--- src/rtl/fb_pkg.sv ---
// Shared types and constants for the frame buffer write path.
// Latency: n/a (package only).
// Backpressure: n/a.
//   Word packing: eight 8-bit palette indices per 64-bit word.
//   Lane 0 sits in bits [63:56]; lane 7 sits in bits [7:0].
package fb_pkg;

  localparam int H_RES          = 640;
  localparam int V_RES          = 480;
  localparam int WORDS_PER_LINE = 80;
  localparam int FB_WORDS       = 38400;
  localparam int PIX_PER_WORD   = 8;

  typedef logic [15:0] fb_addr_t;
  typedef logic [7:0]  pix_idx_t;

  typedef enum logic [2:0] {IDLE, HOLD, READ, RWAIT, WRITE, CLEAR} wr_state_t;

  // Replace the byte of a word that belongs to one pixel lane.
  function automatic logic [63:0] lane_put(input logic [63:0] word,
                                           input logic [2:0]  lane,
                                           input pix_idx_t    b);
    logic [63:0] r;
    r = word;
    // Lane L lives at bit offset 8*(7-L), and 7-L is simply ~L in 3 bits.
    r[{~lane, 3'b000} +: 8] = b;
    return r;
  endfunction

  // Per-lane select: mask bit i picks new_w's lane i, otherwise old_w's.
  function automatic logic [63:0] lane_merge(input logic [63:0] new_w,
                                             input logic [63:0] old_w,
                                             input logic [7:0]  mask);
    logic [63:0] r;
    r = '0;
    for (int i = 0; i < PIX_PER_WORD; i++) begin
      r[8*(7-i) +: 8] = mask[i] ? new_w[8*(7-i) +: 8] : old_w[8*(7-i) +: 8];
    end
    return r;
  endfunction

endpackage

--- src/rtl/fb_addr_calc.sv ---
// Maps a pixel coordinate to its frame buffer word, byte lane and range flag.
// Latency: combinational.
// Backpressure: none.
//   i_x, i_y    : pixel column / row
//   o_addr      : y*80 + x[9:3]
//   o_lane      : x[2:0]
//   o_in_range  : x < H_RES and y < V_RES
module fb_addr_calc
  import fb_pkg::*;
(
  input  logic [9:0]  i_x,
  input  logic [9:0]  i_y,
  output logic [15:0] o_addr,
  output logic [2:0]  o_lane,
  output logic        o_in_range
);

  logic [16:0] w_y_ext;
  logic [16:0] w_row_base;

  // y*80 built from two shifts: 80 = 64 + 16.
  assign w_y_ext    = {7'd0, i_y};
  assign w_row_base = (w_y_ext << 6) + (w_y_ext << 4);

  assign o_addr     = w_row_base[15:0] + {9'd0, i_x[9:3]};
  assign o_lane     = i_x[2:0];
  assign o_in_range = (i_x < 10'(H_RES)) && (i_y < 10'(V_RES));

endmodule

--- src/rtl/frame_buffer_writer.sv ---
// Coalesces single-pixel writes into a one-word buffer, evicts by read-modify-write, and fills the frame on clear.
// Latency: eviction 3 cycles (READ, RWAIT, WRITE) or 1 cycle (WRITE) when all 8 lanes are dirty; clear 38400 write cycles.
// Backpressure: px_ready drops on a word change, a flush or clear request, and throughout eviction and clear.
//   Pixel port : px_valid/px_ready, px_x, px_y, px_index
//   Control    : flush_req/flush_done, clear_req/clear_index/clear_done, busy
//   Memory     : mem_addr, mem_rd, mem_rdata (one cycle after mem_rd), mem_wr, mem_wdata (all outputs registered)
module frame_buffer_writer
  import fb_pkg::*;
(
  input  logic        Clk,
  input  logic        Reset,
  input  logic        px_valid,
  output logic        px_ready,
  input  logic [9:0]  px_x,
  input  logic [9:0]  px_y,
  input  logic [7:0]  px_index,
  input  logic        flush_req,
  output logic        flush_done,
  input  logic        clear_req,
  input  logic [7:0]  clear_index,
  output logic        clear_done,
  output logic        busy,
  output logic [15:0] mem_addr,
  output logic        mem_rd,
  input  logic [63:0] mem_rdata,
  output logic        mem_wr,
  output logic [63:0] mem_wdata
);

  wr_state_t   r_state, w_state_nxt;
  logic        r_alive;
  logic [15:0] r_buf_addr;
  logic [63:0] r_buf_data;
  logic [7:0]  r_buf_mask;
  logic        r_buf_vld;
  logic        r_flush_pend;
  logic [15:0] r_mem_addr;
  logic        r_mem_rd, r_mem_wr;
  logic [63:0] r_mem_wdata;
  logic        r_flush_done, r_clear_done;

  logic [15:0] w_px_addr;
  logic [2:0]  w_px_lane;
  logic        w_px_in_range;
  logic        w_same_word, w_take, w_load, w_merge, w_buf_clr, w_flush_pend_nxt;
  logic [15:0] w_mem_addr_nxt;
  logic        w_mem_rd_nxt, w_mem_wr_nxt, w_flush_done_nxt, w_clear_done_nxt;
  logic [63:0] w_mem_wdata_nxt;

  fb_addr_calc u_addr_calc (
    .i_x        (px_x),
    .i_y        (px_y),
    .o_addr     (w_px_addr),
    .o_lane     (w_px_lane),
    .o_in_range (w_px_in_range)
  );

  assign w_same_word = r_buf_vld && (w_px_addr == r_buf_addr);
  // Control requests outrank pixels, so no pixel is taken in a cycle carrying one.
  assign w_take      = r_alive && !clear_req && !flush_req;

  always_comb begin
    w_state_nxt      = r_state;
    px_ready         = 1'b0;
    w_load           = 1'b0;
    w_merge          = 1'b0;
    w_buf_clr        = 1'b0;
    w_flush_pend_nxt = r_flush_pend;
    w_mem_addr_nxt   = r_mem_addr;
    w_mem_rd_nxt     = 1'b0;
    w_mem_wr_nxt     = 1'b0;
    w_mem_wdata_nxt  = r_mem_wdata;
    w_flush_done_nxt = 1'b0;
    w_clear_done_nxt = 1'b0;
    case (r_state)
      IDLE: begin
        px_ready = w_take;
        if (flush_req) begin
          w_flush_done_nxt = 1'b1;             // nothing buffered: done next cycle
        end else if (px_valid && w_take && w_px_in_range) begin
          w_load      = 1'b1;
          w_state_nxt = HOLD;
        end
      end
      HOLD: begin
        // Out-of-range pixels are swallowed; a different word stalls the pixel.
        px_ready = w_take && (!w_px_in_range || w_same_word);
        if (flush_req || (px_valid && w_px_in_range && !w_same_word)) begin
          w_flush_pend_nxt = r_flush_pend | flush_req;
          w_mem_addr_nxt   = r_buf_addr;
          if (r_buf_mask == 8'hFF) begin
            // Every lane dirty: the old word is fully overwritten, skip the read.
            w_state_nxt     = WRITE;
            w_mem_wr_nxt    = 1'b1;
            w_mem_wdata_nxt = r_buf_data;
          end else begin
            w_state_nxt  = READ;
            w_mem_rd_nxt = 1'b1;
          end
        end else if (px_valid && px_ready && w_px_in_range) begin
          w_merge = 1'b1;
        end
      end
      READ: begin
        w_flush_pend_nxt = r_flush_pend | flush_req;
        w_state_nxt      = RWAIT;
      end
      RWAIT: begin
        // mem_rdata is valid now; fold it straight into the registered write word.
        w_flush_pend_nxt = r_flush_pend | flush_req;
        w_state_nxt      = WRITE;
        w_mem_wr_nxt     = 1'b1;
        w_mem_wdata_nxt  = lane_merge(r_buf_data, mem_rdata, r_buf_mask);
      end
      WRITE: begin
        w_state_nxt      = IDLE;
        w_buf_clr        = 1'b1;
        w_flush_done_nxt = r_flush_pend | flush_req;
        w_flush_pend_nxt = 1'b0;
      end
      CLEAR: begin
        if (r_mem_addr == 16'(FB_WORDS - 1)) begin
          w_state_nxt      = IDLE;
          w_clear_done_nxt = 1'b1;
          w_flush_done_nxt = r_flush_pend | flush_req;
          w_flush_pend_nxt = 1'b0;
        end else begin
          w_flush_pend_nxt = r_flush_pend | flush_req;
          w_mem_wr_nxt     = 1'b1;
          w_mem_addr_nxt   = r_mem_addr + 16'd1;
        end
      end
      default: w_state_nxt = IDLE;
    endcase

    // Clear wins over everything outside CLEAR: drop the buffer and any RMW.
    if (clear_req && (r_state != CLEAR)) begin
      w_state_nxt      = CLEAR;
      w_load           = 1'b0;
      w_merge          = 1'b0;
      w_buf_clr        = 1'b1;
      w_mem_addr_nxt   = '0;
      w_mem_rd_nxt     = 1'b0;
      w_mem_wr_nxt     = 1'b1;
      w_mem_wdata_nxt  = {8{clear_index}};
      w_flush_done_nxt = 1'b0;
      w_flush_pend_nxt = r_flush_pend | flush_req;
    end
  end

  always_ff @(posedge Clk or posedge Reset) begin
    if (Reset) r_state <= IDLE;
    else       r_state <= w_state_nxt;
  end

  always_ff @(posedge Clk or posedge Reset) begin
    if (Reset) begin
      r_alive      <= 1'b0;
      r_flush_pend <= 1'b0;
      r_mem_addr   <= '0;
      r_mem_rd     <= 1'b0;
      r_mem_wr     <= 1'b0;
      r_mem_wdata  <= '0;
      r_flush_done <= 1'b0;
      r_clear_done <= 1'b0;
    end else begin
      r_alive      <= 1'b1;
      r_flush_pend <= w_flush_pend_nxt;
      r_mem_addr   <= w_mem_addr_nxt;
      r_mem_rd     <= w_mem_rd_nxt;
      r_mem_wr     <= w_mem_wr_nxt;
      r_mem_wdata  <= w_mem_wdata_nxt;
      r_flush_done <= w_flush_done_nxt;
      r_clear_done <= w_clear_done_nxt;
    end
  end

  always_ff @(posedge Clk or posedge Reset) begin
    if (Reset) begin
      r_buf_vld  <= 1'b0;
      r_buf_addr <= '0;
      r_buf_data <= '0;
      r_buf_mask <= '0;
    end else if (w_buf_clr) begin
      r_buf_vld  <= 1'b0;
      r_buf_mask <= '0;
    end else if (w_load) begin
      r_buf_vld  <= 1'b1;
      r_buf_addr <= w_px_addr;
      r_buf_data <= lane_put('0, w_px_lane, px_index);
      r_buf_mask <= 8'b1 << w_px_lane;
    end else if (w_merge) begin
      r_buf_data <= lane_put(r_buf_data, w_px_lane, px_index);
      r_buf_mask <= r_buf_mask | (8'b1 << w_px_lane);
    end
  end

  assign busy       = (r_state != IDLE);
  assign mem_addr   = r_mem_addr;
  assign mem_rd     = r_mem_rd;
  assign mem_wr     = r_mem_wr;
  assign mem_wdata  = r_mem_wdata;
  assign flush_done = r_flush_done;
  assign clear_done = r_clear_done;

endmodule

--- config.mk ---
export PLATFORM = sky130hd
export DESIGN_NAME = frame_buffer_writer
export DESIGN_NICKNAME = d
export VERILOG_FILES = /design/src/rtl/fb_pkg.sv /design/src/rtl/fb_addr_calc.sv /design/src/rtl/frame_buffer_writer.sv
export SDC_FILE = /design/constraint.sdc
export NUM_CORES = 1
export LEC_CHECK = 0
export CAP_MARGIN = 10
export CORE_UTILIZATION = 40
export DETAILED_ROUTE_END_ITERATION = 7
export PLACE_DENSITY = 0.67
export SKIP_CTS_REPAIR_TIMING = 1
export SLEW_MARGIN = 30
export SYNTH_ARGS = -nofsm -noshare
export SYNTH_HDL_FRONTEND = slang
export SYNTH_SLANG_ARGS = --single-unit
--- constraint.sdc ---
create_clock -name Clk -period 16.83 [get_ports Clk]
set_clock_uncertainty 0.05 [all_clocks]
set_input_delay 3.366 -clock Clk [delete_from_list [all_inputs] [get_ports Clk]]
set_output_delay 3.366 -clock Clk [all_outputs]
set_load 0.005 [all_outputs]
==> results_dict.tcl, run 1 <==
set metrics [dict create \
    holdCritPathClass "flop to flop" \
    maxSlewHeadroom 0.380 \
    die_x_um 161 \
    synth.top_cells.by_area "dfrtp_1, nand2_1, mux2_1" \
    arrival_ps 7180 \
    syn_avg_cell_area_um2 9.12 \
    fmax_mhz 94.4 \
    clock_path_buffers 2 \
    yosys_warnings 0 \
    fin_crit_period_ps 10600 \
    floorplan.io_pins 191 \
    gr-total-overflow 0 \
    die-area_mm2 0.0259 \
    final.period_utilization 0.630 \
    start_util 0.412 \
    mappedNetlistArea_mm2 0.0101 \
    dpl_worst_slack_ps 6200 \
    cts_tree "yes" \
    crit_fanout 7 \
    critical_path_required_ps 13410 \
    path_delay_family "compound AO/OA/AOI/OAI gates" \
    layout_setup_ws_ps 6230 \
    wl_per_cell_um 18.2 \
    critPathSlowestCell "fa_1" \
    post-synth-top-area-cell "dfrtp_1" \
    grt_setup_unrepaired "false" \
    drive_gt1_frac 0.0727 \
    cts.reportedPaths.clkPinSlew_ps 70 \
    via_count_of_the_first_global_routing_pass 8339 \
    number_of_max_cap_violations 0 \
    worstSetupPathType "input pin to primary output" \
    grt_max_degree 75 \
    synth.ff_latch_count 178 \
    syn_nets 1241 \
    worst-path-buf-inv 3 \
    r2r_slack_ps 13230 \
    post_synth_inst_count 1108 \
    initial_antenna_violation_count 0 \
    peakVddDrop_mv 0.0528 \
    report.final.slew_viol_count 0 \
    cts_max_level 4 \
    final_hold_viol_count 0 \
    via_count 8685 \
    syn2layout_area_growth_pct 26.9 \
    core_region_area_mm2 0.0245 \
    detail_route.vias_per_cell 5.41 \
    detail_route.wirelength_um 29100 \
    drt_first_pass_iters 8 \
    grtUsageTotal 0.228 \
    critical_path_capture_point_type "primary output" \
    postLayoutCoreUtil 0.523 \
    synth-edff-count 0 \
    power_density_mw_per_mm2 77.4 \
    finalSetupTns_ps 0 \
    cp-start-kind "input pin" \
    p_leak_nw 6.35 \
    clk-insertion-delay-late_ps 440 \
    drt.antenna.violating_nets 0 \
    ys_seq_area_frac 0.441 \
    drt_iter0_drc 677 \
    wire_length_of_the_first_global_routing_pass_um 46300 \
    cts.sinks 178 \
    dieHeight_um 161 \
    total_power_mw 0.993 \
    synth-main-ff-cell "dfrtp_1" \
    dpl.hpwl_um 20700 \
    finalWeightedCongestion 0.857 \
    cpPeakStageDelay_ps 570 \
    buffer_ports.inserted 190 \
    setup-violations-final 0 \
    ys_async_sr_fraction 1.00 \
    worst-slew-pin-transition_ps 919 \
    cts_made_buffers 17 \
    post-route-drc-count 0 \
    crit_path_cell_trace "clkdlybuf4s50_1, fa_1, inv_1, fa_1, nand2b_1, a211o_1, a211oi_1, nor2_1, nor2_1, o2111ai_4, a21oi_1, clkdlybuf4s50_1" \
    rows 57 \
    clock_tree.root_cell "clkbuf_16" \
    synth.distinct_cells 69 \
    antenna_cells_inserted 0 \
    nNetsFinal 1400 \
    top_cell_type_s_share_of_synthesized_area 0.441 \
    run_status "finished, final reports clean" \
]
## final cells by class
cell class	instances	area [um2]
sequential	178	4450
tap	324	405
timing repair buffer	200	1980
inverter	82	313
clock buffer	18	429
fill	2301	11700
multi-input combinational	788	5090
clock inverter	14	158
## worst reg2reg max path: cells and delay by family (launching register included)
| kind | cells | cell delay, ps |
|---|---|---|
| flops | 1 | 430 |
| fa+ha+maj | 1 | 210 |
| buf+inv | 1 | 710 |
| simple gates | 5 | 1300 |
| compound gates | 2 | 320 |
| mux | 1 | 480 |
## cell families after synthesis
kind of cell / count (synthesis) / synth area share
other cells: 1 / 0.000371
flops: 178 / 0.441
simple gates: 385 / 0.164
buf+inv: 142 / 0.0583
fa+ha+maj: 28 / 0.0361
mux: 93 / 0.100
compound gates: 259 / 0.178
xor+xnor: 22 / 0.0231
## registers in the layout, indices dropped and copies added (netlist names)
| register | flops |
|---|---|
| clear_done | 1 |
| flush_done | 1 |
| mem_addr | 16 |
| mem_rd | 1 |
| mem_wdata | 64 |
| mem_wr | 1 |
| r_alive | 1 |
| r_buf_addr | 16 |
| r_buf_data | 64 |
| r_buf_mask | 8 |
| r_buf_vld | 1 |
| r_flush_pend | 1 |
| r_state | 3 |
## stage by stage
stage	area, um2	hold WS [ps]	std cells
5_1_grt	12800	451	1604
3_3_place_gp	12200	416	1572
4_1_cts	12800	440	1604
2_1_floorplan	10100	423	1108
6_report	12800	437	1604
3_5_place_dp	12200	424	1572
## final timing paths
kind                          startpoint            end  cells past startpoint
max                              px_x[9]       px_ready                     12
min                        mem_wdata[35]  mem_wdata[35]                      1
max reg2reg                  mem_addr[0]  mem_wdata[63]                     10
min reg2reg                mem_wdata[35]  mem_wdata[35]                      1
max in group asynchronous          Reset  mem_wdata[38]                      3
min in group asynchronous          Reset    mem_addr[5]                      2
## cells in the final DEF, fill, tap and decap left out, types with 10 or more instances in the layout
cell / Yosys / layout
inv_1: 81 / 80
ha_1: 26 / 26
a21o_1: 36 / 36
nand2_1: 220 / 219
a21oi_1: 36 / 36
buf_4: 0 / 10
o211ai_1: 10 / 10
dfrtp_1: 178 / 178
nand3_1: 22 / 22
mux2i_1: 27 / 27
a31oi_1: 70 / 70
nand4_1: 10 / 10
mux2_1: 53 / 53
o21ai_0: 40 / 40
clkdlybuf4s50_1: 0 / 190
xnor2_1: 11 / 11
nor2_1: 82 / 74
clkbuf_16: 0 / 17
mux2_2: 13 / 13
a22o_1: 13 / 13
and3_1: 11 / 11
## report_power, final
part | switching (mW) | internal, mW | total, mW
registers | 0.0134 | 0.437 | 0.450
clock network | 0.197 | 0.200 | 0.397
logic | 0.0699 | 0.0756 | 0.146
total | 0.280 | 0.713 | 0.993
## cell usage after synthesis, types with 5 or more instances
cell,instances
nor3_1,10
dfrtp_1,178
buf_2,9
buf_1,14
a22o_1,13
mux2_2,13
a21o_1,36
and3_1,11
nand4_1,10
mux2i_1,27
inv_1,81
mux2_1,53
ha_1,26
a211oi_1,6
o211ai_1,10
a31oi_1,70
o21ai_0,40
xnor2_1,11
nor2_1,82
nand3_1,22
a21oi_1,36
clkbuf_1,31
or2_2,9
nand2_1,220
xor2_1,8
o21bai_1,5
buf_6,6
## layer usage
metal	up-vias	wire [um]	GRT usage
met3	37	1450	0.0306
met5	-	0	0
li1	4154	-	-
met2	276	13400	0.356
met1	4218	13800	0.333
met4	0	472	0.0600
Note: power is estimated with default switching activity, not from simulation.
==> inputs of run 2 (changes only) <==
Clock period 16.83 ns to 10.3 ns, I/O delays scaled along.
==> results_dict.tcl, run 2 (same netlist as run 1, synthesis figures left out) <==
set metrics [dict create \
    run_status "finished, final reports clean" \
    setup-violations-final 0 \
    r2r_slack_ps 6580 \
    start_util 0.412 \
    fin_area_mm2 0.0128 \
    filler_cell_count 2278 \
    multi_input_comb_area_mm2 0.00509 \
    worst-slew-pin-transition_ps 1050 \
    mostFrequentLayoutCell "nand2_1" \
    holdCritPathClass "flop to flop" \
    fin_crit_period_ps 8060 \
    drt_iter0_drc 538 \
    critical_path_capture_point_type "primary output" \
    die_x_um 161 \
    nNetsFinal 1400 \
    post-route-drc-count 0 \
    dpl_worst_slack_ps 2290 \
    grtUsageTotal 0.228 \
    finalWeightedCongestion 0.857 \
    grt_setup_unrepaired "false" \
    minimum_hold_slack_ps 436 \
    floorplan.io_pins 191 \
    cts_made_buffers 17 \
    gr-total-overflow 0 \
    finalSetupTns_ps 0 \
    final_hold_viol_count 0 \
    placed_instance_area_mm2 0.0122 \
    arrival_ps 5950 \
    via_count 8718 \
    cts_max_level 4 \
    clk-insertion-delay-late_ps 430 \
    number_of_max_cap_violations 0 \
    stdcell_count 1605 \
    via_count_of_the_first_global_routing_pass 8499 \
    worstRegToRegCells 10 \
    timing.rr.start "r_state[0]" \
    layout.cells.most_common_list "nand2_1, clkdlybuf4s50_1, dfrtp_1" \
    crit_start "px_x[9]" \
    final.period_utilization 0.783 \
    power_density_mw_per_mm2 127 \
    wl_per_cell_um 18.1 \
    worstSetupPathType "input pin to primary output" \
    core_region_area_mm2 0.0245 \
    buffer_ports.inserted 190 \
    maxSlewHeadroom 0.300 \
    worstSetupEndpoint "px_ready" \
    cts_tree "yes" \
    dieHeight_um 161 \
    rr_endpoint "mem_wdata[14]" \
    rows 57 \
    die-area_mm2 0.0259 \
    drt.antenna.violating_nets 0 \
    drt_first_pass_iters 5 \
    critical_path_required_ps 8190 \
    numPlacedInstances 1572 \
    postLayoutCoreUtil 0.523 \
    grt_max_degree 75 \
    peakVddDrop_mv 0.0834 \
    drive_gt1_frac 0.0727 \
    cts.sinks 178 \
    crit_fanout 7 \
    clock_path_buffers 2 \
    initial_antenna_violation_count 1 \
    clock_tree.root_cell "clkbuf_16" \
    cp-start-kind "input pin" \
    total_power_mw 1.63 \
    detail_route.vias_per_cell 5.43 \
    regArea_mm2 0.00445 \
    report.final.slew_viol_count 0 \
    dpl.hpwl_um 20500 \
    detail_route.wirelength_um 29100 \
    cts.reportedPaths.clkPinSlew_ps 80 \
    layout_setup_ws_ps 2240 \
    syn2layout_area_growth_pct 27.0 \
    wire_length_of_the_first_global_routing_pass_um 46400 \
    p_leak_nw 6.35 \
    fmax_mhz 124 \
]
[run 2: worst min path at each step]
stage                     cells past startpoint             end           start  slack, ps
after floorplan                               2  r_buf_addr[11]  r_buf_addr[11]        420
after global placement                        1   mem_wdata[23]   mem_wdata[23]        420
after detailed placement                      1   mem_wdata[42]   mem_wdata[42]        420
after CTS                                     1   mem_wdata[42]   mem_wdata[42]        440
after global routing                          1   mem_wdata[14]   mem_wdata[14]        450
final                                         1   mem_wdata[25]   mem_wdata[25]        440
[run 2: layer usage]
layer / routed length, um / global-route usage
met1: 13600 / 0.324
met2: 13400 / 0.357
met3: 1520 / 0.0388
met4: 562 / 0.0699
met5: 0 / 0
[run 2: layout make-up]
class | count | area share
Clock buffer | 18 | 0.0342
Clock inverter | 14 | 0.0122
Inverter | 82 | 0.0244
Sequential cell | 178 | 0.347
Timing Repair Buffer | 200 | 0.154
Antenna cell | 1 | 0.000195
Tap cell | 324 | 0.0316
Multi-Input combinational cell | 788 | 0.397
[run 2: power by group]
part / internal [mW] / leakage (nW) / total [mW] / switching [mW]
Clock: 0.334 / 0.290 / 0.656 / 0.322
Sequential: 0.714 / 2.15 / 0.736 / 0.0220
Combinational: 0.124 / 3.91 / 0.237 / 0.114
Total: 1.17 / 6.35 / 1.63 / 0.458
[run 2: critical path: stages]
cell	delay, ps
clkdlybuf4s50_1	450
fa_1	570
inv_1	60
fa_1	390
nand2b_1	180
a211o_1	320
a211oi_1	550
nor2_1	100
nor2_1	200
o2111ai_4	240
a21oi_1	280
clkdlybuf4s50_1	540
